## src/rtl/sdram_port_arbiter.sv

```systemverilog
// ---------------------------------------------------------------------------
// sdram_port_arbiter : two-master round-robin arbiter for one Avalon-MM SDRAM port
// Revision: 1.0
// ---------------------------------------------------------------------------
`timescale 1ns/1ps
`default_nettype none

module sdram_port_arbiter #(
    parameter int ADDR_W          = 24,
    parameter int DATA_W          = 16,
    parameter int MAX_OUTSTANDING = 4,
    parameter int HOLD_MAX        = 8
) (
    input  logic              clk,
    input  logic              rst,
    input  logic [ADDR_W-1:0] m0_address,
    input  logic              m0_write,
    input  logic [DATA_W-1:0] m0_writedata,
    input  logic              m0_read,
    output logic              m0_waitrequest,
    output logic [DATA_W-1:0] m0_readdata,
    output logic              m0_readdatavalid,
    input  logic [ADDR_W-1:0] m1_address,
    input  logic              m1_write,
    input  logic [DATA_W-1:0] m1_writedata,
    input  logic              m1_read,
    output logic              m1_waitrequest,
    output logic [DATA_W-1:0] m1_readdata,
    output logic              m1_readdatavalid,
    output logic [ADDR_W-1:0] s_address,
    output logic              s_write,
    output logic [DATA_W-1:0] s_writedata,
    output logic              s_read,
    input  logic              s_waitrequest,
    input  logic [DATA_W-1:0] s_readdata,
    input  logic              s_readdatavalid,
    output logic [1:0]        owner,
    output logic [2:0]        rd_pending,
    output logic              err_unexpected_rdv
);

    localparam int PTR_W = (MAX_OUTSTANDING > 1) ? $clog2(MAX_OUTSTANDING) : 1;

    typedef enum logic [1:0] {
        ST_IDLE = 2'b00,
        ST_OWN0 = 2'b01,
        ST_OWN1 = 2'b10
    } state_t;

    state_t                     state_q;
    logic                       last_q;     // 0 = m0 owned last, 1 = m1
    logic [7:0]                 hold_q;
    logic [MAX_OUTSTANDING-1:0] ids_q;
    logic [PTR_W-1:0]           wr_ptr_q;
    logic [PTR_W-1:0]           rd_ptr_q;
    logic [2:0]                 cnt_q;
    logic                       err_q;

    logic              w_own, w_id, w_req0, w_req1, w_sel_req, w_oth_req;
    logic              w_mwr, w_mrd, w_full, w_rd_blk, w_accept, w_push, w_pop;
    logic              w_release, w_wait_sel;
    logic [ADDR_W-1:0] w_maddr;
    logic [DATA_W-1:0] w_mwdata;
    logic [7:0]        w_hold_nxt;

    function automatic logic [PTR_W-1:0] ptr_inc(input logic [PTR_W-1:0] p);
        return (p == PTR_W'(MAX_OUTSTANDING - 1)) ? '0 : p + 1'b1;
    endfunction

    always_comb begin
        w_own     = (state_q != ST_IDLE);
        w_id      = (state_q == ST_OWN1);
        w_req0    = m0_read | m0_write;
        w_req1    = m1_read | m1_write;
        w_sel_req = w_id ? w_req1 : w_req0;
        w_oth_req = w_id ? w_req0 : w_req1;
        w_mwr     = w_id ? m1_write : m0_write;
        w_mrd     = w_id ? m1_read  : m0_read;
        w_maddr   = w_id ? m1_address : m0_address;
        w_mwdata  = w_id ? m1_writedata : m0_writedata;
        w_full    = (cnt_q == 3'(MAX_OUTSTANDING));
        // A full routing FIFO blocks reads even when a pop lands this cycle
        w_rd_blk  = w_mrd & ~w_mwr & w_full;
        s_write   = w_own & w_mwr;
        s_read    = w_own & w_mrd & ~w_mwr & ~w_full;
        s_address   = w_own ? w_maddr : '0;
        s_writedata = w_own ? w_mwdata : '0;
        w_accept  = (s_write | s_read) & ~s_waitrequest;
        w_push    = w_accept & s_read;
        w_pop     = s_readdatavalid & (cnt_q != 3'd0);
        w_wait_sel = s_waitrequest | w_rd_blk;
        m0_waitrequest = (state_q == ST_OWN0) ? w_wait_sel : 1'b1;
        m1_waitrequest = (state_q == ST_OWN1) ? w_wait_sel : 1'b1;
        w_hold_nxt = (w_accept && hold_q != 8'(HOLD_MAX)) ? hold_q + 8'd1 : hold_q;
        // Release only when nothing is left stalled on the port
        w_release = w_own & ~(w_sel_req & ~w_accept)
                  & (~w_sel_req | ((w_hold_nxt == 8'(HOLD_MAX)) & w_oth_req));
    end

    assign m0_readdata        = s_readdata;
    assign m1_readdata        = s_readdata;
    assign m0_readdatavalid   = w_pop & ~ids_q[rd_ptr_q];
    assign m1_readdatavalid   = w_pop &  ids_q[rd_ptr_q];
    assign owner              = state_q;
    assign rd_pending         = cnt_q;
    assign err_unexpected_rdv = err_q;

    always_ff @(posedge clk) begin
        if (rst) begin
            state_q <= ST_IDLE;
            last_q  <= 1'b1;
            hold_q  <= '0;
        end else begin
            case (state_q)
                ST_IDLE: begin
                    if (w_req0 && (!w_req1 || last_q))
                        state_q <= ST_OWN0;
                    else if (w_req1)
                        state_q <= ST_OWN1;
                end
                default: begin
                    if (w_release) begin
                        last_q  <= w_id;
                        hold_q  <= '0;
                        state_q <= w_oth_req ? (w_id ? ST_OWN0 : ST_OWN1) : ST_IDLE;
                    end else begin
                        hold_q  <= w_hold_nxt;
                    end
                end
            endcase
        end
    end

    always_ff @(posedge clk) begin
        if (rst) begin
            wr_ptr_q <= '0;
            rd_ptr_q <= '0;
            cnt_q    <= '0;
            err_q    <= 1'b0;
        end else begin
            if (w_push) begin
                ids_q[wr_ptr_q] <= w_id;
                wr_ptr_q        <= ptr_inc(wr_ptr_q);
            end
            if (w_pop)
                rd_ptr_q <= ptr_inc(rd_ptr_q);
            if (w_push && !w_pop)
                cnt_q <= cnt_q + 3'd1;
            else if (!w_push && w_pop)
                cnt_q <= cnt_q - 3'd1;
            if (s_readdatavalid && cnt_q == 3'd0)
                err_q <= 1'b1;
        end
    end

endmodule

`default_nettype wire
```

## config.mk

```make
export PLATFORM = sky130hd
export DESIGN_NAME = sdram_port_arbiter
export DESIGN_NICKNAME = d
export VERILOG_FILES = /design/src/rtl/sdram_port_arbiter.sv
export SDC_FILE = /design/constraint.sdc
export NUM_CORES = 1
export LEC_CHECK = 0
export BUFFER_PORTS_ARGS = -buffer_cell sky130_fd_sc_hd__buf_2
export CAP_MARGIN = 5
export CORE_MARGIN = 2
export CORE_UTILIZATION = 38
export DETAILED_ROUTE_END_ITERATION = 8
export HOLD_SLACK_MARGIN = 0.08
export PLACE_DENSITY = 0.81
export SETUP_SLACK_MARGIN = 0.3
export SYNTH_ARGS = -nofsm -noshare
export SYNTH_HDL_FRONTEND = slang
export SYNTH_SLANG_ARGS = --single-unit
```

## constraint.sdc

```tcl
create_clock -name clk -period 3 [get_ports clk]
set_input_delay 0.6 -clock clk [delete_from_list [all_inputs] [get_ports clk]]
set_output_delay 0.6 -clock clk [all_outputs]
set_load 0.05 [all_outputs]
```

======== Word-level counts from Yosys, hierarchy flattened ========
Index checks and enable logic that the tools add are counted.
operators by class
  $add $sub $neg .......................... 5
  $lt $le $gt $ge ......................... 3
  equal/unequal tests ..................... 8
  muxes and demuxes ....................... 27
  bitwise logic cells ..................... 29
  reduce and logical (&&, ||, !) cells .... 19
operator list
  operator                                                    count
  2-to-1 mux 24 bit                                           2
  2-to-1 mux 16 bit                                           2
  2-to-1 mux 2 bit                                            8
  2-to-1 mux 8 bit                                            2
  AND 1 bit                                                   15
  inverter 1 bit                                              9
  adder 8 x 1 -> 8 bit, second input constant                 1
  equality test 8 x 4 -> 1 bit, second input constant         1
  2-to-1 mux 1 bit                                            8
  inequality test 8 x 4 -> 1 bit, second input constant       1
  equality test 2 bit, second input constant                  3
  logical AND 1 bit                                           6
  less-than comparator 2 x 3 -> 1 bit, second input constant  2
  2-to-1 mux 3 bit                                            2
  AND reduction 2 bit                                         3
  nonzero test 2 bit                                          3
  OR 1 bit                                                    5
  adder 2 x 1 -> 2 bit, second input constant                 2
  bitwise mux 4 bit                                           1
  adder 3 x 1 -> 3 bit, second input constant                 1
  equality test 3 bit, second input constant                  1
  zero test 1 bit                                             3
  zero test 3 bit                                             1
  inequality test 3 bit, second input constant                1
  8 further kinds                                             8
word-level totals
  register bits after elaboration ......... 23
  input port bits ......................... 104
  logic and storage cells ................. 99

======== Logic depth before layout (Yosys ltp) ========
Gate-level depths: netlist of the first run.
  word-level depth ........................ 15
  gate-level depth with buffers ........... 10

======== Worst setup path after synthesis of the first run ========
OpenSTA, ideal clock, no wires.
  kind .................................... register to register
  start ................................... reg cnt_q[0], in the netlist rd_pending[0]
  end ..................................... reg state_q[0], in the netlist owner[0]
  data arrival time ....................... 2.943 ns
  slack ................................... -0.046 ns
  stages on the path, launching flop included .. 9
  clock period less this slack ............ 3.046 ns
  cells stage by stage .................... dfxtp_1 -> nor3b_1 -> or3_1 -> o22ai_2 -> or4b_1 -> a2111oi_4 -> and2_4 -> a2111oi_1 -> a2111oi_2
on the way
  cells in the longest elaborated chain, start to end .. 13
  elaborated cells between the ends (all ways) .. 17
  classes of those cells .................. eq/ne (2); mux (1); bitwise (11); reduce/logical (3)
RTL lines
  what                               line  RTL
  start: declaration                 56    logic [2:0] cnt_q;
  start signal: assignment           148   cnt_q <= cnt_q + 3'd1;
  start signal: assignment           150   cnt_q <= cnt_q - 3'd1;
  equality test 3 bit (*)            81    w_full = (cnt_q == 3'(MAX_OUTSTANDING));
  inverter 1 bit (*)                 85    s_read = w_own & w_mrd & ~w_mwr & ~w_full;
  AND 1 bit (*)                      85
  OR 1 bit (*)                       88    w_accept = (s_write | s_read) & ~s_waitrequest;
  AND 1 bit (*)                      88
  logical AND 1 bit                  94    w_hold_nxt = (w_accept && hold_q != 8'(HOLD_MAX)) ? hold_q + 8'd1 : hold_q;
  2-to-1 mux 8 bit                   94
  equality test 8 x 4 -> 1 bit       97    & (~w_sel_req | ((w_hold_nxt == 8'(HOLD_MAX)) & w_oth_req));
  AND 1 bit                          97
  OR 1 bit                           97
  AND 1 bit (*)                      97
  nonzero test 2 bit (no line) (*)   -
  AND reduction 2 bit (no line) (*)  -
  end signal: assignment             125   state_q <= w_oth_req ? (w_id ? ST_OWN0 : ST_OWN1) : ST_IDLE;
  end: declaration                   50    state_t state_q;
Mark *: on every way between the ends. The rest lies on a longest branch, timed or not.
A chain may end at the register's enable or synchronous reset.

======== Worst setup path after layout of the first run ========
  start ................................... reg state_q[0], in the netlist owner[0]
  end ..................................... out m0_waitrequest
on the way
  cells in the longest elaborated chain, start to end .. 7
  elaborated cells between the ends (all ways) .. 9
  classes of those cells .................. eq/ne (2); mux (3); bitwise (4)
RTL lines
  what                    line  RTL
  equality test 2 bit     72    w_id = (state_q == ST_OWN1);
  2-to-1 mux 1 bit        77    w_mwr = w_id ? m1_write : m0_write;
  inverter 1 bit          83    w_rd_blk = w_mrd & ~w_mwr & w_full;
  AND 1 bit (2 in a row)  83
  OR 1 bit                91    w_wait_sel = s_waitrequest | w_rd_blk;
  2-to-1 mux 1 bit (*)    92    m0_waitrequest = (state_q == ST_OWN0) ? w_wait_sel : 1'b1;
  end: declaration        20    output logic m0_waitrequest,
Marks and branches as above.

==> results of run 1 <==
==> what timing repair did <==
action,in CTS,in global routing
endpoints found under the setup margin,4,10
gates resized for setup,2,17
pin swaps,0,6
setup buffers,0,12
==> how the worst min path moves through the flow <==
stage	end	depth (start not counted)	slack (ns)
6_report	err_unexpected_rdv$_SDFFE_PP0P_	2	0.50
5_1_grt	last_q$_SDFFE_PP1P_	1	0.52
2_1_floorplan	last_q$_SDFFE_PP1P_	1	0.45
3_5_place_dp	last_q$_SDFFE_PP1P_	1	0.47
4_1_cts	last_q$_SDFFE_PP1P_	1	0.50
3_3_place_gp	err_unexpected_rdv$_SDFFE_PP0P_	2	0.45
==> sequential cells by signal, indices dropped and copies added (netlist names) <==
| signal | count |
|---|---|
| err_unexpected_rdv | 1 |
| wr_ptr_q | 2 |
| rd_pending | 3 |
| hold_q | 8 |
| ids_q | 4 |
| rd_ptr_q | 2 |
| last_q | 1 |
| owner | 2 |
==> metal layers <==
layer	share of wire (%)	vias up
met1	39	1096
met4	1.8	0
met5	0	-
met2	53	98
li1	-	1136
met3	5.9	15
==> power by group <==
| part | switching [mW] | leakage, nW | total [mW] | internal [mW] |
|---|---|---|---|---|
| combinational | 0.557 | 1.18 | 0.850 | 0.292 |
| sequential | 0.0465 | 0.196 | 0.405 | 0.359 |
| clock | 0.116 | 0.0255 | 0.209 | 0.0933 |
| total | 0.720 | 1.40 | 1.46 | 0.745 |
==> per-stage QoR <==
stage / power [mW] / area, um^2 / utilization [%] / hold slack [ns]
2_1_floorplan: 1.10 / 2120 / - / 0.448
3_3_place_gp: 1.18 / 2680 / 51.4 / 0.447
3_5_place_dp: 1.20 / 2680 / 51.4 / 0.473
4_1_cts: 1.41 / 2730 / 52.4 / 0.498
5_1_grt: 1.54 / 2890 / 55.5 / 0.522
6_report: 1.46 / 2890 / 55.5 / 0.500
==> area by class of cell <==
cell class              instances  area, um^2
flip-flops and latches         23         524
well taps                      70        87.6
clock inverters                 1        5.00
multi-input cells             168        1320
fillers                       510        2320
clock buffers                   3        41.3
inverters                      12        45.0
repair buffers                161         865
==> worst max-delay path, stage by stage (launching register included) <==
cell and delay (ns):
dfxtp_4 0.36, and2b_4 0.32, mux2i_4 0.31, buf_4 0.17, inv_1 0.04, a21oi_2 0.18, nand3b_1 0.09, buf_2 0.23
==> cells by family after synthesis <==
kind of cell	Yosys count	synth area share, %
XOR/XNOR	3	1.26
AND/OR/NAND/NOR	66	17.1
AO/OA/AOI/OAI	86	32.8
buffers and inverters	59	16.5
adder cells (fa/ha/maj)	9	5.77
multiplexers	4	2.53
flip-flops	23	24.1
==> layout by cell type (no fill, tap or decap), drive strengths merged, types with 4 or more instances in the layout <==
cell type	instances
a211oi	5
nor3	9
edfxtp	4
buf	161
nor2b	5
a22o	40
nand2	10
nand3	4
dfxtp	19
ha	8
and2	5
inv	12
a21oi	15
o21ai	7
nor2	15
==> summary.txt, run 1 <==
Critical path
  • Setup crit end: m0_waitrequest
  • Critical Path Start Type: flop
  • Max FO, Critical Path: 8
  • Crit Path Class: flop to primary output
  • Capturing point of the worst reg2reg path: hold_q[7]$_SDFFE_PP0N_
  • Worst path arrival time: 2.00 ns
  • Crit end category: primary output
  • R2R Setup Slk: 0.41 ns
  • Worst flop-to-flop path startpoint: owner[1]$_SDFFE_PP0P_
  • CP required: 2.40 ns
  • Worst setup path start: owner[0]$_SDFFE_PP0P_
  • Worst reg2reg path depth: 9

Global route
  • Met2 usage: 38.8%
  • Global-route wire length before repair: 10.3 mm
  • Met3 usage: 4.07%
  • Largest net degree at the start of global routing: 35
  • Total Routing Usage GR: 21.2%
  • Global route overflow: 0
  • Initial antenna violation count: 0
  • Top Usage Layer GRT: met2
  • Vias in the first global route: 2174
  • Met1 Use GR: 25.3%

STA
  • Slew @ Worst Pin: 0.465 ns
  • Hold Vio Cnt, Final: 0
  • RSZ-0062 raised after global routing: no
  • Clock skew: 0.00901 ns
  • Minimum clock period: 2.60 ns
  • Period utilization: 86.5%
  • Setup WS post-layout: 0.404 ns
  • Fmax: 385 MHz
  • Setup TNS: 0 ns
  • Final setup vio count: 0
  • Rel. slew slack: 68.8%
  • Max Transition Viols Final: 0

Detailed routing
  • Wire per inst: 15.9 um
  • Via count of the routed design: 2345
  • Post-DRT Antenna Nets: 0
  • Initial drt markers: 70
  • 1st-pass router iterations: 4
  • Via density: 5.35
  • DRC: 0
  • Final wirelength: 6.96 mm

Synth
  • Largest area contributor in the netlist: dfxtp_1
  • Fraction of registers with async set/reset: 0%
  • Register bit count reported by yosys: 23
  • Syn nets: 363
  • Syn. warnings: 0
  • Most instantiated library cell after synthesis: a22o_1
  • Most used flip-flop cell after synthesis: dfxtp_1
  • Post-synth cell types: 55
  • Synth top area share: 18.3%
  • Mapped Area: 2080 um^2
  • Register area share after synthesis: 24.1%
  • Gate Count Post-Synth: 250
  • Post-synth EDFFs: 4
  • Top post-synthesis cells by area: dfxtp_1 (18%), a22o_1 (17%), buf_4 (12%)
  • Post-synth top cells: a22o_1 (40), buf_4 (32), dfxtp_1 (19)
  • Syn Area/Cell: 8.32 um^2

Place
  • Pre-CTS WS: 0.175 ns
  • Dpl hpwl: 5.44 mm
  • Inst Count DP: 422
  • Placer Congestion: 0.892
  • Port buffer count: 139

Status
  • Status: finished clean

Final layout
  • Nets: 482
  • Non-Filler Instances: 438
  • Area growth from synthesis to layout: 38.8%
  • ANT cells: 0
  • Share of layout cells above drive strength 1: 52.7%

CTS
  • Clk slew on worst S/H paths: 0.10 ns
  • CTS root buffer: clkbuf_8
  • CTS Buffer Depth: 2
  • H-tree depth: 1
  • Later-pin clock latency in the skew report: 0.28 ns
  • CTS Hold Bufs: 0
  • CTS sink cnt: 23
  • Number of CTS-inserted buffers: 3
  • TritonCTS clock tree: yes

Floorplan
  • Std-Cell Rows: 26
  • Die width: 78.0 um
  • Core region area: 5200 um^2
  • Die footprint: 6080 um^2
  • Initial Utilization: 40.0%
  • Die Ht: 78.0 um
  • I/O pins: 188

Power
  • Leakage: 1.40 nW
  • Worst VDD drop: 0.374 mV
  • Pwr/cell area: 507 nW/um^2

Worst hold path
  • Worst Hold Class: flop to flop
  • Hold Crit Start: err_unexpected_rdv$_SDFFE_PP0P_

Job
  • Max_cap viols: 0
Note: power is estimated with default switching activity, not from simulation.
==> run 2, diff against run 1 <==
--- a/config.mk
+++ b/config.mk
@@ -12,6 +12,7 @@
 export DETAILED_ROUTE_END_ITERATION = 8
 export HOLD_SLACK_MARGIN = 0.08
 export PLACE_DENSITY = 0.81
+export REMOVE_ABC_BUFFERS = 1
 export SETUP_SLACK_MARGIN = 0.3
 export SYNTH_ARGS = -nofsm -noshare
 export SYNTH_HDL_FRONTEND = slang
==> run 2 against run 1 <==
  * Non-clock buffer count down 10
  * Hold slack worse by 0.014 ns
  * Critical path depth up 1
  * Routed wire length down 0.66%
  * Sequential cell count unchanged
  * Maximum frequency down 0.85%
  * First-iteration DRC count up 71%
  * Utilization down 2.5 points
  * Critical path type is now flop to flop
  * Largest power group unchanged
==> summary.txt, run 2 (same netlist as run 1, synthesis figures left out) <==
Floorplan
  • Die footprint: 6080 um^2 (unchanged)
  • Core region area: 5200 um^2 (unchanged)
  • I/O pins: 188 (unchanged)
  • Die Ht: 78.0 um (unchanged)
  • Initial Utilization: 40.0% (unchanged)
  • Die width: 78.0 um (unchanged)
  • Std-Cell Rows: 26 (unchanged)

STA
  • RSZ-0062 raised after global routing: yes
  • Minimum clock period: 2.62 ns (+0.0221 ns)
  • Rel. slew slack: 69.9% (+1.1 points)
  • Slew @ Worst Pin: 0.452 ns (-0.0130 ns)
  • Hold Vio Cnt, Final: 0 (unchanged)
  • Hold slack: 0.487 ns (-0.0136 ns)
  • Fmax: 382 MHz (-0.85%)
  • Period utilization: 87.3% (+0.74 points)
  • Max Transition Viols Final: 0 (unchanged)
  • Final setup vio count: 0 (unchanged)
  • Clock skew: 0.00632 ns (-0.00269 ns)

Critical path
  • Worst setup path start: rd_pending[2]$_SDFFE_PP0P_
  • Crit Path Class: flop to flop
  • Crit end category: flop
  • CP required: 3.17 ns (+0.77 ns)
  • Max FO, Critical Path: 5 (-3)
  • R2R Setup Slk: 0.38 ns (-0.03 ns)
  • Worst flop-to-flop path startpoint: rd_pending[2]$_SDFFE_PP0P_
  • Worst path arrival time: 2.79 ns (+0.79 ns)
  • Critical Path Start Type: flop

CTS
  • H-tree depth: 1 (unchanged)
  • CTS Buffer Depth: 2 (unchanged)
  • CTS Hold Bufs: 0 (unchanged)
  • TritonCTS clock tree: yes
  • Number of CTS-inserted buffers: 3 (unchanged)
  • CTS sink cnt: 23 (unchanged)
  • Clk slew on worst S/H paths: 0.09 ns (about the same)
  • Later-pin clock latency in the skew report: 0.27 ns (about the same)
  • CTS root buffer: clkbuf_8

Power
  • Total power draw: 1.40 mW (-4.7%)
  • Pwr/cell area: 506 nW/um^2 (-0.23%)
  • Leakage: 1.35 nW (-4.2%)
  • Worst VDD drop: 0.352 mV (-5.8%)

Place
  • Placer Congestion: 0.913 (+2.3%)
  • Dpl hpwl: 5.53 mm (+1.7%)
  • Placed inst area: 2630 um^2 (-1.9%)
  • Port buffer count: 139 (unchanged)

Global route
  • Initial antenna violation count: 0 (unchanged)
  • Vias in the first global route: 2126 (-2.2%)
  • Largest net degree at the start of global routing: 49 (+40%)
  • Total Routing Usage GR: 21.1% (-0.11 points)
  • Global-route wire length before repair: 10.5 mm (+1.5%)
  • Global route overflow: 0 (unchanged)

Detailed routing
  • DRC: 0 (unchanged)
  • Via density: 5.37 (+0.37%)
  • Wire per inst: 16.2 um (+1.7%)
  • Initial drt markers: 120 (+71%)
  • Via count of the routed design: 2300 (-1.9%)
  • 1st-pass router iterations: 4 (unchanged)
  • Post-DRT Antenna Nets: 0 (unchanged)
  • Final wirelength: 6.92 mm (-0.66%)

Final layout
  • Biggest register: hold_q
  • Fill count: 513 (+0.59%)
  • Area growth from synthesis to layout: 32.6%
  • Share of layout cells above drive strength 1: 50.3% (-2.4 points)
  • Nets: 472 (-2.1%)
  • ANT cells: 0 (unchanged)
  • Max FFs per register: 8 (unchanged)
  • Final Cell Area: 2760 um^2 (-4.5%)
  • Commonest non-fill, non-tap cell in the layout: buf_2
  • Most frequent cells in the layout: buf_2 (139), a22o_1 (40), nor2_1 (15)

Worst hold path
  • Worst Hold Class: flop to flop
  • Hold Crit Start: last_q$_SDFFE_PP1P_

Status
  • Status: finished clean

Job
  • Max_cap viols: 0 (unchanged)
## run 2: cell types whose count changed in the layout (fill, tap and decap cells not counted), sizes merged
| cell | change |
|---|---|
| buf | -10 |
## run 2: stage by stage
stage | worst slack (ns) | setup TNS [ns] | instances | util, %
3_3_place_gp | 0.164 | 0 | 420 | 50.5
4_1_cts | 0.305 | 0 | 427 | 52.0
2_1_floorplan | -1.02 | -9.66 | 203 | -
6_report | 0.382 | 0 | 428 | 53.0
3_5_place_dp | 0.0665 | 0 | 420 | 50.5
5_1_grt | 0.258 | 0 | 428 | 53.0
## run 2: final cells by class
cell class / count / area, um^2 / share of cell area (%)
clock buffer: 3 / 41.3 / 1.50
clock inverter: 1 / 5.00 / 0.181
inverter: 12 / 45.0 / 1.63
multi-input combinational: 168 / 1280 / 46.5
sequential: 23 / 512 / 18.5
tap: 70 / 87.6 / 3.17
timing repair buffer: 151 / 786 / 28.5
## run 2: worst max-delay path, cell delays in order (launching register included)
cell and delay (ns):
dfxtp_2 0.34, nor3b_1 0.16, or3_1 0.39, o22ai_2 0.18
or4b_4 0.50, a2111oi_4 0.32, and2_4 0.22, a2111oi_2 0.07
a2111oi_2 0.33
## run 2: layer usage
metal  vias up  share of wire, %  GRT usage [%]
met5         -                 0              0
met4         0              0.90           1.93
met3         6                10           9.53
met2       115                46           32.5
met1      1060                43           28.1
li1       1119                 -              -
## run 2: final timing paths
path                      endpoint  cells after the start
max          owner[0]$_SDFFE_PP0P_                      8
max reg2reg  owner[0]$_SDFFE_PP0P_                      8
min            last_q$_SDFFE_PP1P_                      1
min reg2reg    last_q$_SDFFE_PP1P_                      1
## run 2: report_power, final
part	total (mW)	leakage [nW]	internal [mW]	switching (mW)
clock	0.204	0.0255	0.0931	0.111
combinational	0.793	1.13	0.257	0.536
sequential	0.397	0.195	0.354	0.0438
## run 2: what timing repair did
item | in CTS | in global routing
gates resized for setup | 8 | 10
endpoints found under the setup margin | 4 | 9
pin swaps | 2 | 3
setup buffers | 3 | 1
==> run 3, diff against run 2 <==
--- a/config.mk
+++ b/config.mk
@@ -6,10 +6,10 @@
 export NUM_CORES = 1
 export LEC_CHECK = 0
 export BUFFER_PORTS_ARGS = -buffer_cell sky130_fd_sc_hd__buf_2
-export CAP_MARGIN = 5
-export CORE_MARGIN = 2
+export CORE_MARGIN = 4
 export CORE_UTILIZATION = 38
 export DETAILED_ROUTE_END_ITERATION = 8
+export GPL_TIMING_DRIVEN = 0
 export HOLD_SLACK_MARGIN = 0.08
 export PLACE_DENSITY = 0.81
 export REMOVE_ABC_BUFFERS = 1
==> run 3 against run 2 <==
  * Power rose by 0.55%
  * Clock skew fell by 0.0054 ns
  * Count of clock-buffer cells in the layout did not move
  * Hold slack got worse by 0.023 ns
==> summary.txt, run 3 (same netlist as run 1, synthesis figures left out) <==
Status
  • Status: finished clean

Detailed routing
  • 1st-pass router iterations: 4 (unchanged)
  • Initial drt markers: 93 (-23%)
  • Via count of the routed design: 2313 (+0.57%)
  • Wire per inst: 17.0 um (+5.4%)
  • DRC: 0 (unchanged)
  • Post-DRT Antenna Nets: 0 (unchanged)
  • Final wirelength: 7.34 mm (+6.1%)
  • Via density: 5.37 (-0.13%)

Final layout
  • ANT cells: 0 (unchanged)
  • Most frequent cells in the layout: buf_2 (138), a22o_1 (40), nor2_1 (14), a21oi_1 (14), buf_4 (13)
  • Area growth from synthesis to layout: 36.1%
  • Multi-input combinational cell area: 1330 um^2 (+3.9%)
  • Commonest non-fill, non-tap cell in the layout: buf_2
  • Nets: 475 (+0.64%)
  • Biggest register: hold_q
  • Max FFs per register: 8 (unchanged)
  • Final Cell Area: 2830 um^2 (+2.6%)
  • Fill count: 512 (-0.19%)
  • Final core occ: 54.4% (+1.4 points)
  • Share of layout cells above drive strength 1: 51.0% (+0.69 points)
  • Register area: 517 um^2 (+0.98%)

Power
  • Worst VDD drop: 0.238 mV (-32%)
  • Leakage: 1.38 nW (+2.3%)
  • Total power draw: 1.40 mW (+0.55%)
  • Pwr/cell area: 495 nW/um^2 (-2.0%)

Critical path
  • CP required: 3.15 ns (-0.02 ns)
  • Crit path largest cell delay: 0.49 ns (about the same)
  • Max FO, Critical Path: 7 (+2)
  • Crit Path Class: input port to flop
  • Crit end category: flop
  • Worst reg2reg path depth: 9 (+1)
  • Worst path arrival time: 2.75 ns (-0.04 ns)
  • CP max-delay cell: or4b_4
  • Critical Path Start Type: input port
  • Critical path, cell by cell: buf_4 > or3_4 > o22ai_4 > or4b_4 > a2111oi_4 > buf_4 > a21oi_2 > a211oi_1 > a211oi_1

Floorplan
  • I/O pins: 188 (unchanged)
  • Std-Cell Rows: 26 (unchanged)
  • Initial Utilization: 40.0% (unchanged)
  • Core region area: 5200 um^2 (unchanged)
  • Die footprint: 6720 um^2 (+11%)
  • Die width: 82.0 um (+5.1%)
  • Die Ht: 82.0 um (+5.1%)

Place
  • Dpl hpwl: 5.29 mm (-4.2%)
  • Pre-CTS WS: -0.816 ns (-0.882 ns)
  • Port buffer count: 139 (unchanged)
  • Placer Congestion: 0.842 (-7.7%)
  • Placed inst area: 2570 um^2 (-2.2%)

CTS
  • Clk slew on worst S/H paths: 0.08 ns (about the same)
  • CTS Buffer Depth: 2 (unchanged)
  • Later-pin clock latency in the skew report: 0.27 ns (about the same)
  • CTS sink cnt: 23 (unchanged)
  • Number of CTS-inserted buffers: 3 (unchanged)
  • H-tree depth: 1 (unchanged)
  • TritonCTS clock tree: yes
  • CTS Hold Bufs: 0 (unchanged)
  • CTS root buffer: clkbuf_8

Global route
  • Total Routing Usage GR: 20.0% (-1.1 points)
  • Global route overflow: 0 (unchanged)
  • Largest net degree at the start of global routing: 27 (-45%)
  • Global-route wire length before repair: 10.4 mm (-0.53%)
  • Vias in the first global route: 2148 (+1.0%)
  • Initial antenna violation count: 0 (unchanged)

STA
  • RSZ-0062 raised after global routing: no
  • Final setup vio count: 0 (unchanged)
  • Clock skew: 0.000916 ns (-0.00540 ns)
  • Hold slack: 0.464 ns (-0.0225 ns)
  • Minimum clock period: 2.60 ns (-0.0150 ns)
  • Period utilization: 86.8% (-0.50 points)
  • Max Transition Viols Final: 0 (unchanged)
  • Rel. slew slack: 66.3% (-3.5 points)
  • Fmax: 384 MHz (+0.58%)
  • Hold Vio Cnt, Final: 0 (unchanged)
  • Slew @ Worst Pin: 0.505 ns (+0.0532 ns)
  • Setup WS post-layout: 0.397 ns (+0.0150 ns)

Worst hold path
  • Hold Path Depth: 2 (+1)
  • Worst Hold Class: flop to flop

Job
  • Max_cap viols: 0 (unchanged)
==> run 3: what timing repair did <==
item | in CTS | in global routing
setup buffers | 10 | 3
cloned | 2 | 0
pin swaps | 4 | 5
gates resized for setup | 17 | 9
setup endpoints to repair | 58 | 10
==> run 3: cell type report <==
type	instances	share of cell area, %
Clock buffer	3	1.46
Timing Repair Buffer	152	28.4
Inverter	12	1.59
Tap cell	70	3.09
Sequential cell	23	18.3
Multi-Input combinational cell	170	47.1
Clock inverter	1	0.177
==> run 3: report_power, final <==
part / switching, mW / total [mW] / internal, mW / leakage, nW
combinational: 0.547 / 0.810 / 0.263 / 1.16
clock: 0.105 / 0.198 / 0.0929 / 0.0255
sequential: 0.0422 / 0.395 / 0.353 / 0.195
==> run 3: metrics by stage <==
stage               setup TNS, ns  cells
floorplan                   -9.66    203
global placement           -14.83    412
detailed placement          -6.65    412
CTS                             0    428
global route                    0    431
finish                          0    431
==> run 3: layer usage <==
layer,part of all wire (%),wire [um],GRT usage [%]
met5,0,0,1.67
met4,0.26,19,2.16
met3,10,770,7.24
met2,49,3580,31.5
met1,40,2970,26.8
==> run 3: worst paths after layout <==
path / slack, ns / to / start
worst max-delay path: 0.40 / hold_q[7]$_SDFFE_PP0N_ / s_waitrequest
worst min register to register: 0.46 / err_unexpected_rdv$_SDFFE_PP0P_ / err_unexpected_rdv$_SDFFE_PP0P_
worst min-delay path: 0.46 / err_unexpected_rdv$_SDFFE_PP0P_ / err_unexpected_rdv$_SDFFE_PP0P_
worst max register to register: 0.40 / hold_q[7]$_SDFFE_PP0N_ / rd_pending[2]$_SDFFE_PP0P_
==> run 3: critical path, delay by kind of cell <==
family,cells,cell delay [ns]
buf+inv,2,0.34
simple gates,2,0.90
compound gates,5,0.91
